`src/rtl/reset_sequencer.sv`:
```
// Reset sequencer: synchronises board reset deassertion, holds all channels in reset for
// HOLD_CYCLES, releases them one by one STAGGER_CYCLES apart, then serves per-channel soft
// reset pulses of HOLD_CYCLES length while in RUN.
// Optional feature macro RESET_SEQ_RETRIGGER_EN: a soft request on a channel whose pulse is
// still active reloads that channel's pulse counter instead of being ignored.
module reset_sequencer #(
  parameter int unsigned N_CH           = 3,
  parameter int unsigned HOLD_CYCLES    = 8,
  parameter int unsigned STAGGER_CYCLES = 4
) (
  input  logic            clk,
  input  logic            PCB_RST,
  input  logic [N_CH-1:0] rst_req,
  output logic [N_CH-1:0] reset,
  output logic            ready
);

  localparam int unsigned HW = $clog2(HOLD_CYCLES + 1);
  localparam int unsigned SW = $clog2(STAGGER_CYCLES + 1);
  localparam int unsigned CW = $clog2(N_CH + 1);

  localparam logic [HW-1:0] HOLD_LAST = HW'(HOLD_CYCLES - 1);
  localparam logic [SW-1:0] STAG_LAST = SW'(STAGGER_CYCLES - 1);
  localparam logic [CW-1:0] CH_LAST   = CW'(N_CH - 1);

`ifdef RESET_SEQ_RETRIGGER_EN
  localparam bit RETRIGGER = 1'b1;
`else
  localparam bit RETRIGGER = 1'b0;
`endif

  typedef enum logic [1:0] {StReset, StHold, StStagger, StRun} state_t;

  state_t          state;
  logic            rst_meta;
  logic            rst_s;
  logic [N_CH-1:0] req_meta;
  logic [N_CH-1:0] req_sync;
  logic [N_CH-1:0] req_prev;
  logic [N_CH-1:0] req_rise;
  logic [HW-1:0]   hold_cnt;
  logic [SW-1:0]   stag_cnt;
  logic [CW-1:0]   ch_idx;
  logic [HW-1:0]   pulse_cnt [N_CH];
  logic            hold_done;

  // Board reset asserts immediately, deasserts through two flops.
  always_ff @(posedge clk or posedge PCB_RST) begin
    if (PCB_RST) begin
      rst_meta <= 1'b1;
      rst_s    <= 1'b1;
    end else begin
      rst_meta <= 1'b0;
      rst_s    <= rst_meta;
    end
  end

  // Per-channel request synchroniser plus edge register.
  always_ff @(posedge clk or posedge PCB_RST) begin
    if (PCB_RST) begin
      req_meta <= '0;
      req_sync <= '0;
      req_prev <= '0;
    end else begin
      req_meta <= rst_req;
      req_sync <= req_meta;
      req_prev <= req_sync;
    end
  end

  assign req_rise = req_sync & ~req_prev;

  // HOLD is entered one edge after rst_s falls, so that edge already counts as the first
  // hold cycle; with a one-cycle hold channel 0 is released straight out of RESET.
  assign hold_done = (HOLD_CYCLES == 1) ? (state == StReset && !rst_s)
                                        : (state == StHold && hold_cnt == HOLD_LAST);

  // Sequencer FSM with registered reset/ready outputs and soft-pulse counters.
  always_ff @(posedge clk or posedge PCB_RST) begin
    if (PCB_RST) begin
      state    <= StReset;
      reset    <= '1;
      ready    <= 1'b0;
      hold_cnt <= '0;
      stag_cnt <= '0;
      ch_idx   <= '0;
      for (int i = 0; i < N_CH; i++) pulse_cnt[i] <= '0;
    end else begin
      unique case (state)
        StReset, StHold: begin
          if (hold_done) begin
            reset[0] <= 1'b0;
            hold_cnt <= '0;
            if (N_CH == 1) begin
              state <= StRun;
              ready <= 1'b1;
            end else begin
              state    <= StStagger;
              ch_idx   <= CW'(1);
              stag_cnt <= '0;
            end
          end else if (state == StHold) begin
            hold_cnt <= hold_cnt + HW'(1);
          end else if (!rst_s) begin
            state    <= StHold;
            hold_cnt <= HW'(1);
          end
        end
        StStagger: begin
          if (stag_cnt == STAG_LAST) begin
            stag_cnt <= '0;
            for (int i = 0; i < N_CH; i++) begin
              if (CW'(i) == ch_idx) reset[i] <= 1'b0;
            end
            if (ch_idx == CH_LAST) begin
              state <= StRun;
              ready <= 1'b1;
            end else begin
              ch_idx <= ch_idx + CW'(1);
            end
          end else begin
            stag_cnt <= stag_cnt + SW'(1);
          end
        end
        StRun: begin
          // A channel's reset bit in RUN is high only while its soft pulse runs.
          for (int i = 0; i < N_CH; i++) begin
            if (req_rise[i] && (!reset[i] || RETRIGGER)) begin
              reset[i]     <= 1'b1;
              pulse_cnt[i] <= HOLD_LAST;
            end else if (reset[i]) begin
              if (pulse_cnt[i] == '0) reset[i] <= 1'b0;
              else                    pulse_cnt[i] <= pulse_cnt[i] - HW'(1);
            end
          end
        end
      endcase
    end
  end

endmodule

```
`config.mk`:
```
export PLATFORM = sky130hd
export DESIGN_NAME = reset_sequencer
export DESIGN_NICKNAME = d
export VERILOG_FILES = /design/src/rtl/reset_sequencer.sv
export SDC_FILE = /design/constraint.sdc
export NUM_CORES = 1
export LEC_CHECK = 0
export ABC_AREA = 1
export CAP_MARGIN = 20
export CORE_MARGIN = 2
export CORE_UTILIZATION = 66
export CTS_BUF_LIST = sky130_fd_sc_hd__clkbuf_4
export CTS_CLUSTER_DIAMETER = 100
export DETAILED_ROUTE_END_ITERATION = 8
export HOLD_SLACK_MARGIN = 0.12
export PLACE_DENSITY_LB_ADDON = 0.05
export SYNTH_ARGS = -nofsm -noshare
export SYNTH_HDL_FRONTEND = slang
export SYNTH_SLANG_ARGS = --single-unit
```
`constraint.sdc`:
```
create_clock -name clk -period 3.4 [get_ports clk]
set_input_delay 0.68 -clock clk [delete_from_list [all_inputs] [get_ports clk]]
set_output_delay 0.68 -clock clk [all_outputs]
set_load 0.03 [all_outputs]
```
==> reports/results.tsv <==
stage	metric	value	unit
job	max-cap-violations	0	
global_route	grtUsageTotal	0.233	
sta	rsz0062_at_grt	false	
global_route	grt_overflow	0	
worst_setup_path	path_class	register to primary output	
sta	skew	14.7	ps
clock_network	cts_sinks	38	
worst_setup_path	cp_num_buf_inv	1	
worst_setup_path	cp_slowest_cell	clkdlybuf4s50_1	
synth	yosysWarnings	0	
worst_setup_path	end_kind	primary output	
sta	finalSetupTns	0	ps
detailed_routing	wl_per_cell	11.9	µm
placement	gp_congestion	0.836	
sta	finalSetupViolCount	0	
detailed_routing	vias_per_cell	5.35	
worst_setup_path	max_stage_delay	670	ps
final_layout	multi_input_area	782	µm²
global_route	antenna_found_initial	0	
sta	layout_setup_ws	1120	ps
global_route	grt_pass1_wl	5820	µm
worst_setup_path	reg2reg_depth	6	
placement	port_buffers	8	
floorplan	die_w	57.1	µm
final_layout	nets	242	
power_and_ir_drop	power_density	673	nW/µm²
global_route	grt_max_degree	39	
synth	synth_compound_area_frac	0.0881	
clock_network	insertion_delay	350	ps
synth	synth-xor-area-share	0	
power_and_ir_drop	peakVddDrop	677	µV
final_layout	drive_gt1_frac	0.135	
synth	synth.area.mux_share	0	
clock_network	path_clk_slew	120	ps
clock_network	ctsResizeCount	0	
floorplan	rows	19	
detailed_routing	firstDrtPassIters	5	
synth	synth.largest_area_cell	dfrtp_1	
detailed_routing	drt_iter0_markers	66	
worst_setup_path	cp.required	2720	ps
sta	finalMaxSlewViolations	0	
synth	synth_cell_types	28	
sta	min_period	2280	ps
worst_setup_path	crit_arrival	1600	ps
synth	yosys_register_bits	38	
worst_setup_path	startpoint_type	register	
clock_network	cts-htree-levels	2	
detailed_routing	drc	0	
floorplan	initial_core_util	0.687	
floorplan	dieArea	3260	µm²
final_layout	area.growth.synth_to_final	9.68	%
sta	hold_viol	0	
synth	yosysSeqAreaShare	0.514	
synth	synthAdderAreaFrac	0.0538	
floorplan	fp.coreArea	2710	µm²
worst_setup_path	crit_cells	1	
clock_network	cts_tree	built	
floorplan	die_height	57.1	µm
global_route	first_global_vias	1430	
clock_network	cts_hold_buf	0	
placement	hpwlAfterDp	2320	µm
sta	finalCritPeriodShare	0.672	
detailed_routing	vias	1397	
sta	hold_slack	356	ps
clock_network	cts.path.max_buffers	2	
final_layout	antennaDiodeCount	0	
synth	syn_area	1860	µm²
placement	post-place-ws	1510	ps
clock_network	clockRootBuffer	clkbuf_4	
synth	synth_nets	226	
synth	synth_top_family_by_area	simple AND/OR/NAND/NOR gates	
synth	synth.avg_cell_area	8.73	µm²
synth	yosys-top-cells-area	dfrtp_1 44%, nand2_1 10%, dfstp_2 7.1%	
clock_network	cts_made_buffers	5	
final_layout	final_util	0.753	
worst_setup_path	crit_family	buffers and inverters	
outcome	status	finished clean	
detailed_routing	final_antenna_net_count	0	
worst_setup_path	crit_chain	clkdlybuf4s50_1	
worst_setup_path	cp_max_fo	5	
floorplan	io_pins	9	
sta	max_freq	438	MHz
detailed_routing	wirelength	3100	µm
synth	synth_top_area_frac	0.444	
final_layout	final_area	2040	µm²
placement	placed_area	1990	µm²
min_path	min_path_cells	0	
synth	syn-instance-count	213	
synth	synth_simple_gate_area_share	0.276	
min_path	worstHoldPathType	register to register	
final_layout	area.sequential	957	µm²
final_layout	fillCellCount	201	
power_and_ir_drop	power.leakage	1.04	nW
clock_network	cts_setup_buffers	0	
[per-stage QoR]
stage | power (W) | instances
after CTS | 0.00139 | 261
final | 0.00137 | 261
after global routing | 0.00151 | 261
after global placement | 0.00113 | 253
after detailed placement | 0.00117 | 253
after floorplan | 0.00103 | 213
[sequential cells by signal, summed over array words and instances (netlist names)]
name / count
ch_idx: 2
hold_cnt: 4
pulse_cnt: 12
ready: 1
req_meta: 3
req_prev: 3
req_sync: 3
reset: 3
rst_meta: 1
rst_s: 1
stag_cnt: 3
state: 2
[synthesized netlist by cell type]
cell      instances
dfstp_2           5
dfrtp_1          33
a21oi_2           1
nand2_1          50
o21a_1            1
nand3b_1          2
o21ai_2           1
nand4_1           3
a22oi_1           1
o21bai_1          1
conb_1            1
a31o_2            1
a21boi_0          2
nor2_1           17
nand3_1          21
inv_2             2
nand2_2           4
or2_2             3
and3_1            1
ha_1              8
nor2_4            1
nand3_2           1
a21oi_1           2
nand3_4           3
o21ai_0          17
o21ai_1           1
clkinv_2          1
inv_1            29
[report_power, final]
part           total, W  leakage [nW]  switching, W  internal (W)
clock          0.000223        0.0286      0.000146     0.0000769
combinational  0.000513         0.565      0.000305      0.000209
sequential     0.000637         0.449     0.0000729      0.000564
[cells by family after synthesis]
kind of cell / after synthesis
flip-flops: 38
other: 1
AND/OR/NAND/NOR: 106
AO/OA/AOI/OAI: 28
buffers and inverters: 32
adder cells (fa/ha/maj): 8
[final timing paths]
| kind | startpoint | endpoint | slack [ps] |
|---|---|---|---|
| setup / recovery | reset[2]$_DFFE_PP1P_ | reset[2] | 1120 |
| hold / removal | req_meta[2]$_DFF_PP0_ | req_sync[2]$_DFF_PP0_ | 360 |
| setup reg to reg | ch_idx[0]$_DFFE_PP0P_ | ch_idx[0]$_DFFE_PP0P_ | 1950 |
| hold reg to reg | req_meta[2]$_DFF_PP0_ | req_sync[2]$_DFF_PP0_ | 360 |
| max in group asynchronous | PCB_RST | rst_meta$_DFF_PP1_ | 2310 |
| min in group asynchronous | PCB_RST | pulse_cnt[3]$_DFFE_PP0P_ | 720 |
[final cells by class]
class	instances	share of cell area
Sequential cell	38	0.469
Inverter	32	0.0595
Clock inverter	3	0.00797
Tap cell	31	0.0190
Clock buffer	5	0.0184
Timing Repair Buffer	9	0.0429
Multi-Input combinational cell	143	0.383
[metal layers]
metal,share of wire,global-route usage,up-vias
met5,0,0,-
met4,0.015,0.103,0
met3,0.039,0.0635,6
met2,0.49,0.391,23
met1,0.45,0.282,646
li1,-,-,722
[cell usage in the layout (no fill, tap or decap), types with 3 or more instances in the layout]
cell type	n
nand4_1	3
ha_1	8
nand2_2	4
nor2_1	17
inv_1	29
or2_2	3
clkdlybuf4s50_1	8
o21ai_0	17
dfstp_2	5
nand3_4	3
nand3_1	21
clkbuf_4	5
dfrtp_1	33
nand2_1	50
Note: power is estimated with default switching activity, not from simulation.
